## src/rtl/hazard_ctrl_pkg.sv

```systemverilog
// Shared definitions for the ID-stage hazard/redirect controller:
// FSM state encodings, statistics counter indices and the register-match
// helper used by both the load-use and the redirect decode.
package hazard_ctrl_pkg;

    // Width of the hazard FSM state register.
    localparam int HZ_STATE_BIT = 2;

    // RUN: normal issue; DRAIN: let DM/WB retire after a syscall exit;
    // HALTED: core stopped until a go pulse.
    typedef enum logic [HZ_STATE_BIT-1:0] {
        HZ_RUN    = 2'd0,
        HZ_DRAIN  = 2'd1,
        HZ_HALTED = 2'd2
    } hz_state_e;

    // Slot of each statistic in the counter bank.
    localparam int STAT_CYCLE    = 0;
    localparam int STAT_STALL    = 1;
    localparam int STAT_FLUSH    = 2;
    localparam int STAT_REDIRECT = 3;
    localparam int STAT_NUM      = 4;

    // A source matches a producer only if the consumer really reads the
    // register, the producer really writes it, and it is not $0.
    function automatic logic reg_match(input logic [4:0] src,
                                       input logic       used,
                                       input logic [4:0] dst,
                                       input logic       wen);
        return used && wen && (src != 5'd0) && (src == dst);
    endfunction

endpackage

```

## src/rtl/hazard_stat_cnt.sv

```systemverilog
// Single wrapping statistics counter with increment and synchronous clear.
module hazard_stat_cnt #(
    parameter int CNT_W = 32
) (
    input  logic             clk,
    input  logic             rst_n,
    input  logic             clear_n,
    input  logic             inc,
    output logic [CNT_W-1:0] count
);

    logic [CNT_W-1:0] cnt_q;

    // Count up by one per enabled cycle, wrapping naturally at 2^CNT_W.
    always_ff @(posedge clk or negedge rst_n) begin
        if (!rst_n) begin
            cnt_q <= '0;
        end else if (!clear_n) begin
            cnt_q <= '0;
        end else if (inc) begin
            cnt_q <= cnt_q + CNT_W'(1);
        end
    end

    assign count = cnt_q;

endmodule

```

## src/rtl/hazard_ctrl.sv

```systemverilog
// Hazard and redirect control for the 5-stage MIPS32 pipeline, sitting in
// ID just upstream of the ID/EX register. Produces the load-use bubble
// request, the four forwarding selects, the stage enables and a
// syscall-halt drain FSM. Statistics counters exist only when the
// HAZ_STATS_EN macro is defined; otherwise the count outputs read 0.
module hazard_ctrl
    import hazard_ctrl_pkg::*;
#(
    parameter int CNT_W        = 32,
    parameter int DRAIN_CYCLES = 2
) (
    input  logic             clk,
    input  logic             rst_n,
    input  logic [4:0]       rs_id,
    input  logic [4:0]       rt_id,
    input  logic             rs_used,
    input  logic             rt_used,
    input  logic [4:0]       req_w_id_ex,
    input  logic             w_en_id_ex,
    input  logic             memtoreg_id_ex,
    input  logic [4:0]       req_w_ex_dm,
    input  logic             w_en_ex_dm,
    input  logic             jp_success,
    input  logic             halt_req,
    input  logic             go,
    output logic             load_use,
    output logic             redirect_regA_ex_dm,
    output logic             redirect_regA_dm_wb,
    output logic             redirect_regB_ex_dm,
    output logic             redirect_regB_dm_wb,
    output logic             en_pc,
    output logic             en_if_id,
    output logic             en_id_ex,
    output logic             halted,
    output logic [CNT_W-1:0] cycle_cnt,
    output logic [CNT_W-1:0] stall_cnt,
    output logic [CNT_W-1:0] flush_cnt,
    output logic [CNT_W-1:0] redirect_cnt
);

    // Drain counter runs 0 .. DRAIN_CYCLES-1 while in DRAIN.
    localparam int              DRN_W    = (DRAIN_CYCLES > 1) ? $clog2(DRAIN_CYCLES) : 1;
    localparam logic [DRN_W-1:0] DRN_LAST = DRN_W'(DRAIN_CYCLES - 1);

    hz_state_e        state_q, state_d;
    logic [DRN_W-1:0] drain_q, drain_d;

    // Raw (un-gated) hazard decode, valid in every state.
    logic a_id_hit, b_id_hit, a_dm_hit, b_dm_hit;
    logic lu_raw;
    logic a_ex_dm_raw, b_ex_dm_raw, a_dm_wb_raw, b_dm_wb_raw;
    logic any_redirect_raw;

    // Source/destination overlap against both in-flight producers.
    always_comb begin
        a_id_hit = reg_match(rs_id, rs_used, req_w_id_ex, w_en_id_ex);
        b_id_hit = reg_match(rt_id, rt_used, req_w_id_ex, w_en_id_ex);
        a_dm_hit = reg_match(rs_id, rs_used, req_w_ex_dm, w_en_ex_dm);
        b_dm_hit = reg_match(rt_id, rt_used, req_w_ex_dm, w_en_ex_dm);

        // A load in ID/EX cannot forward from EX yet: bubble instead.
        lu_raw = (a_id_hit || b_id_hit) && memtoreg_id_ex;

        // The younger producer (ID/EX) wins over the older one (EX/DM).
        a_ex_dm_raw = a_id_hit && !memtoreg_id_ex;
        b_ex_dm_raw = b_id_hit && !memtoreg_id_ex;
        a_dm_wb_raw = a_dm_hit && !a_ex_dm_raw;
        b_dm_wb_raw = b_dm_hit && !b_ex_dm_raw;

        any_redirect_raw = a_ex_dm_raw || b_ex_dm_raw || a_dm_wb_raw || b_dm_wb_raw;
    end

    // State and drain counter; reset drops straight back to RUN.
    always_ff @(posedge clk or negedge rst_n) begin
        if (!rst_n) begin
            state_q <= HZ_RUN;
            drain_q <= '0;
        end else begin
            state_q <= state_d;
            drain_q <= drain_d;
        end
    end

    // Next-state logic plus state-dependent gating of enables and flags.
    always_comb begin
        state_d             = state_q;
        drain_d             = drain_q;
        load_use            = lu_raw;
        redirect_regA_ex_dm = a_ex_dm_raw;
        redirect_regB_ex_dm = b_ex_dm_raw;
        redirect_regA_dm_wb = a_dm_wb_raw;
        redirect_regB_dm_wb = b_dm_wb_raw;
        en_pc               = 1'b0;
        en_if_id            = 1'b0;
        en_id_ex            = 1'b0;
        halted              = 1'b0;

        unique case (state_q)
            HZ_RUN: begin
                en_pc    = !lu_raw;
                en_if_id = !lu_raw;
                en_id_ex = 1'b1;
                // A syscall exit outranks any branch flush or bubble.
                if (halt_req) begin
                    state_d = HZ_DRAIN;
                    drain_d = '0;
                end
            end
            HZ_DRAIN: begin
                // Front end frozen; ID/EX keeps clocking in bubbles.
                en_id_ex            = 1'b1;
                load_use            = 1'b0;
                redirect_regA_ex_dm = 1'b0;
                redirect_regB_ex_dm = 1'b0;
                redirect_regA_dm_wb = 1'b0;
                redirect_regB_dm_wb = 1'b0;
                if (drain_q == DRN_LAST) begin
                    state_d = HZ_HALTED;
                    drain_d = '0;
                end else begin
                    drain_d = drain_q + DRN_W'(1);
                end
            end
            HZ_HALTED: begin
                halted = 1'b1;
                if (go) begin
                    state_d = HZ_RUN;
                end
            end
            default: begin
                state_d = HZ_RUN;
                drain_d = '0;
            end
        endcase
    end

`ifdef HAZ_STATS_EN
    logic [STAT_NUM-1:0] stat_inc;
    logic [CNT_W-1:0]    stat_val [STAT_NUM];

    // Per-cycle increment requests for the counter bank.
    always_comb begin
        stat_inc                = '0;
        stat_inc[STAT_CYCLE]    = (state_q != HZ_HALTED);
        stat_inc[STAT_STALL]    = (state_q == HZ_RUN) && lu_raw;
        stat_inc[STAT_FLUSH]    = (state_q == HZ_RUN) && jp_success;
        stat_inc[STAT_REDIRECT] = (state_q == HZ_RUN) && any_redirect_raw;
    end

    generate
        for (genvar gi = 0; gi < STAT_NUM; gi++) begin : g_stat
            hazard_stat_cnt #(
                .CNT_W(CNT_W)
            ) u_cnt (
                .clk    (clk),
                .rst_n  (rst_n),
                .clear_n(1'b1),
                .inc    (stat_inc[gi]),
                .count  (stat_val[gi])
            );
        end
    endgenerate

    assign cycle_cnt    = stat_val[STAT_CYCLE];
    assign stall_cnt    = stat_val[STAT_STALL];
    assign flush_cnt    = stat_val[STAT_FLUSH];
    assign redirect_cnt = stat_val[STAT_REDIRECT];
`else
    // Without statistics, jp_success and the redirect summary have no sink.
    logic unused_stat_inputs;
    assign unused_stat_inputs = jp_success ^ any_redirect_raw;

    assign cycle_cnt    = '0;
    assign stall_cnt    = '0;
    assign flush_cnt    = '0;
    assign redirect_cnt = '0;
`endif

endmodule

```

## config.mk

```make
export PLATFORM = sky130hd
export DESIGN_NAME = hazard_ctrl
export DESIGN_NICKNAME = d
export VERILOG_FILES = /design/src/rtl/hazard_ctrl_pkg.sv /design/src/rtl/hazard_stat_cnt.sv /design/src/rtl/hazard_ctrl.sv
export SDC_FILE = /design/constraint.sdc
export NUM_CORES = 1
export LEC_CHECK = 0
export ABC_AREA = 1
export BUFFER_PORTS_ARGS = -buffer_cell sky130_fd_sc_hd__buf_2
export CAP_MARGIN = 20
export CELL_PAD_IN_SITES_DETAIL_PLACEMENT = 0
export CELL_PAD_IN_SITES_GLOBAL_PLACEMENT = 1
export CORE_MARGIN = 4
export CORE_UTILIZATION = 21
export DETAILED_ROUTE_END_ITERATION = 12
export PLACE_DENSITY = 0.8
export SLEW_MARGIN = 10
export SYNTH_ARGS = -nofsm -noshare
export SYNTH_HDL_FRONTEND = slang
export SYNTH_HIERARCHICAL = 1
export SYNTH_SLANG_ARGS = --single-unit
```

## constraint.sdc

```tcl
create_clock -name clk -period 1.2 [get_ports clk]
set_input_delay 0.06 -clock clk [delete_from_list [all_inputs] [get_ports clk]]
set_output_delay 0.06 -clock clk [all_outputs]
set_load 0.02 [all_outputs]
```

---- Word-level counts from Yosys, hierarchy flattened ----
Index checks and enable logic that the tools add are counted.
storage, ports and cells
  flip-flop bits (word level) ............. 3
  input port bits ......................... 30
  word-level logic and storage cells ...... 56
cells by class
  add/sub/neg operators ................... 1
  eq/ne operators ......................... 9
  multiplexer cells ....................... 15
  bitwise gates (word level) .............. 1
  reduce and logical (&&, ||, !) cells .... 28
operator list
  cell                                                 count
  equality test 5 bit                                  4
  logical AND 1 bit                                    17
  2-to-1 mux 1 bit                                     10
  nonzero test 5 bit                                   2
  2-to-1 mux 2 bit                                     3
  != test 2 bit, second input constant                 3
  one-hot mux 2 bit (3 select lines)                   1
  logical NOT 1 bit                                    4
  one-hot mux 1 bit (3 select lines)                   1
  AND reduction 3 bit                                  1
  equality test 2 x 1 -> 1 bit, second input constant  1
  equality test 2 bit, second input constant           1
  logical NOT 2 bit                                    1
  AND reduction 2 bit                                  1
  OR reduction 2 bit                                   1
  adder 1 bit, second input constant                   1
  logical OR 1 bit                                     1
  NOT 1 bit                                            1

---- Depth between registers and ports, before layout ----
Gate-level depths: netlist of the first run.
  depth in word-level cells ............... 7
  gate-level depth with buffers ........... 10

---- Worst setup path before layout of the first run ----
No wires, ideal clock.
  path kind ............................... register -> output
  from .................................... register state_q[1]
  to ...................................... output port en_pc
  arrival time ............................ 1.174 ns
  required time ........................... 1.140 ns
  path slack .............................. -0.034 ns
  stages on the path, launching flop included .. 5
  path buffers ............................ 1
  cells stage by stage .................... dfrtp_1 inv_2 nand2_1 a21oi_1 buf_4
between the ends
  word-level cells in the longest chain between the ends .. 2
ends and longest elaborated chain
  item                    RTL line           source
  from (decl)             hazard_ctrl.sv:45  hz_state_e state_q, state_d;
  from (signal assigned)  hazard_ctrl.sv:79  state_q <= state_d;
  logical NOT 2 bit       n/a
  2-to-1 mux 1 bit        n/a
  to (decl)               hazard_ctrl.sv:31  output logic en_pc,
Every way passes these cells.

---- Final worst setup path of the first run ----
  from .................................... register state_q[0]
  to ...................................... output port en_pc
between the ends
  word-level cells in the longest chain between the ends .. 2
ends and longest elaborated chain
  item               RTL line           source
  logical NOT 2 bit  hazard_ctrl.sv:98  unique case (state_q)
  2-to-1 mux 1 bit   hazard_ctrl.sv:98
Every way passes these cells.

==> results of run 1 <==
[placed cells by master, fill, tap and decap left out, types with 2 or more instances in the layout]
| master | Yosys | final |
|---|---|---|
| a21oi_2 | 1 | 2 |
| buf_2 | 0 | 29 |
| buf_4 | 129 | 5 |
| buf_6 | 0 | 7 |
| clkbuf_8 | 0 | 3 |
| conb_1 | 1 | 128 |
| dfrtp_1 | 3 | 3 |
| inv_1 | 22 | 19 |
| inv_2 | 8 | 9 |
| nand2_1 | 45 | 42 |
| nand2_2 | 0 | 2 |
| nand3_1 | 8 | 7 |
| nor2_1 | 12 | 10 |
| nor2_2 | 4 | 3 |
| nor2_4 | 0 | 3 |
| nor3_1 | 3 | 3 |
| o21ai_0 | 4 | 4 |
| o22ai_1 | 4 | 4 |
| xor2_1 | 2 | 2 |
[per-stage QoR]
step / cells / power, mW
global route: 395 / 1.83
floorplan: 379 / 1.23
CTS: 394 / 1.55
detailed placement: 387 / 1.11
global placement: 387 / 1.10
finish: 396 / 1.71
[kinds of logic after synthesis]
family                    count (synthesis)
other                                     1
DFF                                       3
xor gates and xnor gates                  3
and+or+nand+nor                          74
buffers and inverters                   159
AOI/OAI and AO/OA                        12
[power by group through the flow]
stage	Clock, mW	Sequential (mW)	Combinational (mW)
after floorplan	0	0.171	1.06
after global placement	0	0.173	0.924
after detailed placement	0	0.177	0.933
after CTS	0.311	0.176	1.06
after global routing	0.324	0.187	1.32
final	0.302	0.183	1.22
[worst max-delay path by stage]
stage	endpoint	slack [ns]	cells past startpoint
after global placement	redirect_regA_dm_wb	0.03	8
after CTS	redirect_regA_dm_wb	-0.15	9
after floorplan	en_pc	0.12	4
after detailed placement	redirect_regA_dm_wb	0.02	8
final	en_pc	-0.17	6
after global routing	redirect_regA_dm_wb	-0.22	8
[critical path, cell delays in order (launching register included)]
cell     delay [ns]
dfrtp_1        0.40
buf_4          0.15
buf_6          0.12
inv_2          0.05
nand2_2        0.05
a21oi_2        0.15
buf_4          0.17
[timing repair]
item                                    4_1_cts  5_1_grt
pin swaps                                     3        5
hold endpoints to repair                      3        0
endpoints found under the setup margin        5        7
hold buffers                                  1        0
gates resized for setup                      13       18
setup buffers                                 2        3
[layer usage]
layer  global-route usage  up-vias  wire length, um
li1                     -      590                -
met1               0.0706      496             1150
met2                0.109       86             1690
met3               0.0232        2              506
met4               0.0181        0               21
met5                    0        -                0
[sequential cells by signal, indices dropped and copies added, names as in the netlist]
signal	cells
state_q	2
drain_q	1
[area by class of cell]
cell class	instances	area [um2]	share of cell area
Sequential cell	3	75.1	0.0481
Inverter	30	120	0.0769
Timing Repair Buffer	42	272	0.174
Multi-Input combinational cell	217	923	0.591
Tap cell	99	124	0.0793
Clock buffer	4	45.0	0.0288
Antenna cell	1	2.50	0.00160
==> results.json, run 1 <==
{
  "rr_worst_depth": 5,
  "finalCritPeriodShare": 1.14,
  "hold_path_class": "in -> reg",
  "grt.overflow.total": 0,
  "postRouteAntennaNets": 0,
  "start_kind": "register",
  "drive_above_1_share": 0.226,
  "avgSynthCellArea_um2": 6.20,
  "dp_hpwl_um": 3070,
  "final_net_count": 327,
  "clock_skew_ns": 0.00687,
  "track_usage": 0.0624,
  "grt_pass1_wl_um": 4310,
  "dieArea_um2": 8880,
  "crit_start": "state_q[0]",
  "finalCriticalPeriod_ns": 1.37,
  "wl_per_cell_um": 8.51,
  "worstHoldPathCells": 2,
  "finalHoldViolCount": 0,
  "leakagePower_nw": 0.989,
  "grt_pass1_vias": 948,
  "failed_checks": "setup timing",
  "setup_tns_ns": -0.582,
  "synth_warnings": 6,
  "grt_max_degree": 5,
  "port_buffers": 37,
  "run_status": "finished, violations left",
  "synth_most_common_cell": "buf_4",
  "switchingPower_mw": 0.956,
  "netlist_area_um2": 1560,
  "hold_start": "go",
  "rsz0062_at_grt": "true",
  "clockPowerShare": 0.177,
  "synth_simple_gate_area_frac": 0.196,
  "utilization": 0.215,
  "swShare": 0.560,
  "synth_top_area_frac": 0.620,
  "worst_skew_pair.late_latency_ns": 0.22,
  "first_pass_iters": 4,
  "antenna_found_initial": 0,
  "synth_compound_area_frac": 0.0441,
  "netlist_instances": 252,
  "worst_r2r_endpoint": "drain_q",
  "seqPwrFrac": 0.107,
  "dpl-instance-area_um2": 1390,
  "fillers": 829,
  "synthDistinctLibCells": 19,
  "synth.top_cells.by_area": "buf_4, nand2_1, inv_1",
  "hold_end": "state_q[1]",
  "cts_sinks": 3,
  "fin_area_um2": 1560,
  "syn_to_final_growth_pct": 0.000128,
  "synth_edf_count": 0,
  "start_util": 0.215,
  "setup_viol": 5,
  "required_ns": 1.14,
  "vias": 1174,
  "clk_pin_slew_worst_paths_ns": 0.03,
  "numCtsBuffers": 3,
  "vdd_drop_max_v": 0.000407,
  "crit_fanout": 2,
  "wl_um": 3370,
  "endpoint_kind": "output port",
  "async_flop_share": 1.00,
  "path_class": "reg -> out",
  "crit_arrival_ns": 1.31,
  "p_int_mw": 0.752,
  "synth_xor_area_frac": 0.0168,
  "pin_count": 167,
  "pre_cts_ws_ns": 0.0212,
  "cts_tree": "yes",
  "yosysSeqAreaShare": 0.0481,
  "synth_top_family_by_area": "buffers and inverters",
  "die_y_um": 94.2,
  "cts_max_path_buffers": 2,
  "die_w_um": 94.2,
  "core_area_um2": 7250,
  "rows": 31,
  "comb_power_share": 0.716,
  "via_per_inst": 2.96,
  "clock-root-buffer": "clkbuf_8",
  "place.gp.congestion": 0.790,
  "slew_violations": 0,
  "fmax_ghz": 0.729,
  "synth_common_cells": "buf_4, nand2_1, inv_1, nor2_1",
  "htreeDepth": 1,
  "drtIter0Drc": 50,
  "powerDensity_nw_per_um2": 1090,
  "ff2ff_setup_slack_ns": 0.18,
  "drc": 0,
  "yosysTopAreaCell": "buf_4",
  "synth_fa_ha_area_frac": 0,
  "yosys_most_used_dff": "dfrtp_1",
  "holdWs_ns": 0.0407,
  "reg2reg_from": "state_q[0]",
  "drv_cap": 0,
  "final.setup.worst_slack_ns": -0.172,
  "synth-seq-cells": 3,
  "synth.area.mux_share": 0
}
(Power assumes the default switching activity.)
==> run 2, diff against run 1 <==
--- a/config.mk
+++ b/config.mk
@@ -5,7 +5,6 @@
 export SDC_FILE = /design/constraint.sdc
 export NUM_CORES = 1
 export LEC_CHECK = 0
-export ABC_AREA = 1
 export BUFFER_PORTS_ARGS = -buffer_cell sky130_fd_sc_hd__buf_2
 export CAP_MARGIN = 20
 export CELL_PAD_IN_SITES_DETAIL_PLACEMENT = 0
@@ -14,6 +13,7 @@
 export CORE_UTILIZATION = 21
 export DETAILED_ROUTE_END_ITERATION = 12
 export PLACE_DENSITY = 0.8
+export SETUP_SLACK_MARGIN = 0.1
 export SLEW_MARGIN = 10
 export SYNTH_ARGS = -nofsm -noshare
 export SYNTH_HDL_FRONTEND = slang
==> run 2 against run 1 <==
Effect of this change:
- the flow still finishes with violations (setup timing)
- routed wire length up 0.92%
- highest routed layer unchanged
- non-clock buffer count grew 16
- critical path type is now in -> out
- combinational power increased by 18%
- register-to-register slack got worse by 0.03 ns
- via count fell by 14%
- flip-flop and latch count unchanged
- design area is 10% higher
- synthesized area shrank 7.0%
- utilization up 4.0 points
- global-route usage is 0.24 points higher
- total power increased by 13%
- sequential share of layout area is 0.45 points lower
==> results.json, run 2 <==
{
  "grt_max_degree": 7,
  "synthDistinctLibCells": 28,
  "wl_per_cell_um": 10.5,
  "drc": 0,
  "syn_to_final_growth_pct": 18.7,
  "cts_sinks": 3,
  "hold_start": "go",
  "numCtsBuffers": 3,
  "die_w_um": 91.2,
  "final_net_count": 276,
  "total_power_mw": 1.93,
  "vdd_drop_max_v": 0.00129,
  "finalCriticalPeriod_ns": 1.55,
  "fmax_ghz": 0.646,
  "clk_pin_slew_worst_paths_ns": 0.03,
  "pre_cts_ws_ns": -0.382,
  "drtIter0Drc": 7,
  "final_cell_mix": "conb_1, buf_4, buf_2",
  "worstHoldPathCells": 2,
  "finalCritPeriodShare": 1.29,
  "reg.largest.list": "state_q (2), drain_q (1)",
  "path_buf_inv": 4,
  "p_int_mw": 0.922,
  "ff2ff_setup_slack_ns": 0.15,
  "crit_chain": "buf_8, or4_1, o21a_1, buf_4, buf_4, nand3_2, nor4_4, buf_4",
  "avgSynthCellArea_um2": 7.85,
  "largest_reg_flops": 2,
  "cts_tree": "yes",
  "crit_fanout": 3,
  "worst_r2r_endpoint": "state_q[1]",
  "netlist_instances": 185,
  "place.gp.congestion": 0.817,
  "worst_skew_pair.late_latency_ns": 0.22,
  "grt_pass1_wl_um": 4180,
  "drv_cap": 0,
  "cts_max_path_buffers": 2,
  "wl_um": 3400,
  "hold_end": "state_q[1]",
  "netlist_area_um2": 1450,
  "grt.overflow.total": 0,
  "htreeDepth": 1,
  "fin_cells": 325,
  "cp_top_family": "simple AND/OR/NAND/NOR gates",
  "synth_top_area_frac": 0.667,
  "synth_warnings": 6,
  "rows": 30,
  "clockPowerShare": 0.153,
  "synth.top_cells.by_area": "buf_4, xor2_1, dfrtp_1",
  "vias": 1015,
  "dp_hpwl_um": 2810,
  "powerDensity_nw_per_um2": 1120,
  "clock-root-buffer": "clkbuf_8",
  "core_area_um2": 6760,
  "start_util": 0.215,
  "synth_common_cells": "buf_4, xor2_1, xnor2_1",
  "grt_pass1_vias": 859,
  "yosysTopAreaCell": "buf_4",
  "finalHoldViolCount": 0,
  "required_ns": 1.14,
  "drive_above_1_share": 0.331,
  "layout_commonest_cell": "conb_1",
  "setup_viol": 7,
  "comb_power_share": 0.749,
  "synth-seq-cells": 3,
  "async_flop_share": 1.00,
  "reg2reg_from": "state_q[1]",
  "final.setup.worst_slack_ns": -0.348,
  "via_per_inst": 3.12,
  "crit_slowest_cell": "or4_1",
  "seqPwrFrac": 0.098,
  "rsz0062_at_grt": "true",
  "hold_path_class": "in -> reg",
  "pin_count": 167,
  "clock_skew_ns": 0.00135,
  "yosysSeqAreaShare": 0.0517,
  "endpoint_kind": "output port",
  "postRouteAntennaNets": 0,
  "start_kind": "input port",
  "run_status": "finished, violations left",
  "crit_arrival_ns": 1.49,
  "first_pass_iters": 2,
  "antenna_cells": 0,
  "synth_edf_count": 0,
  "synth_most_common_cell": "buf_4",
  "multi_input_area_um2": 1030,
  "regArea_um2": 75.1,
  "dieArea_um2": 8310,
  "cpMostUsedCell": "buf_4",
  "die_y_um": 91.2,
  "fillers": 746,
  "slew_violations": 0,
  "yosys_most_used_dff": "dfrtp_1",
  "antenna_found_initial": 0,
  "place_inst": 314,
  "regMostFlops": "state_q",
  "leakagePower_nw": 0.943,
  "failed_checks": "setup timing",
  "track_usage": 0.0649,
  "switchingPower_mw": 1.01,
  "cp_slowest_stage_delay_ns": 0.52,
  "swShare": 0.522,
  "rr_worst_depth": 5,
  "path_class": "in -> out",
  "port_buffers": 37
}
run 2: layout make-up:
type,instances,area share
inverters,2,0.00726
well taps,80,0.0581
multi-input cells,178,0.597
repair buffers,58,0.268
clock buffers,4,0.0261
flip-flops and latches,3,0.0435
run 2: layer usage:
layer	wire length, um	GRT usage	share of wire
met3	581	0.0331	0.17
met5	0	0	0
met1	930	0.0523	0.27
met4	96	0.0327	0.028
met2	1790	0.126	0.53
run 2: repair_timing:
action | 4_1_cts | 5_1_grt
gates cloned | 0 | 0
setup endpoints to repair | 8 | 9
resized for setup | 39 | 21
hold buffers | 1 | 0
buffers inserted | 2 | 5
pin swaps | 8 | 8
hold endpoints to repair | 3 | 0
run 2: kinds of logic (layout without fill, tap and decap cells):
group                     Yosys count  count (layout)  synth area share
and+or+nand+nor                    23              23             0.116
xor gates and xnor gates           20              20             0.121
other                               1             128           0.00258
AOI/OAI and AO/OA                   7               7            0.0370
DFF                                 3               3            0.0517
buffers and inverters             131              64             0.672
run 2: power groups by stage:
| stage | logic, mW | registers (mW) | clock network (mW) |
|---|---|---|---|
| global placement | 1.08 | 0.174 | 0 |
| global route | 1.55 | 0.193 | 0.317 |
| finish | 1.44 | 0.189 | 0.294 |
| floorplan | 1.07 | 0.214 | 0 |
| detailed placement | 1.08 | 0.176 | 0 |
| CTS | 1.33 | 0.186 | 0.303 |
run 2: how the worst max path moves through the flow:
stage	from	to	depth (start not counted)
2_1_floorplan	rs_id[0]	redirect_regA_dm_wb	5
3_3_place_gp	rt_id[1]	redirect_regB_dm_wb	7
5_1_grt	state_q[0]	redirect_regB_dm_wb	5
3_5_place_dp	rt_id[1]	redirect_regB_dm_wb	7
4_1_cts	state_q[0]	redirect_regB_dm_wb	5
6_report	rt_id[2]	redirect_regB_dm_wb	8
run 2: stage by stage:
| stage | area, um2 | utilization | hold WS [ns] | setup TNS [ns] |
|---|---|---|---|---|
| 2_1_floorplan | 1950 | - | -0.236 | -0.770 |
| 3_3_place_gp | 1370 | 0.203 | -0.143 | -2.32 |
| 3_5_place_dp | 1370 | 0.203 | -0.140 | -2.30 |
| 4_1_cts | 1610 | 0.238 | 0.0134 | -1.94 |
| 5_1_grt | 1720 | 0.255 | 0.0229 | -2.33 |
| 6_report | 1720 | 0.255 | 0.0277 | -1.99 |
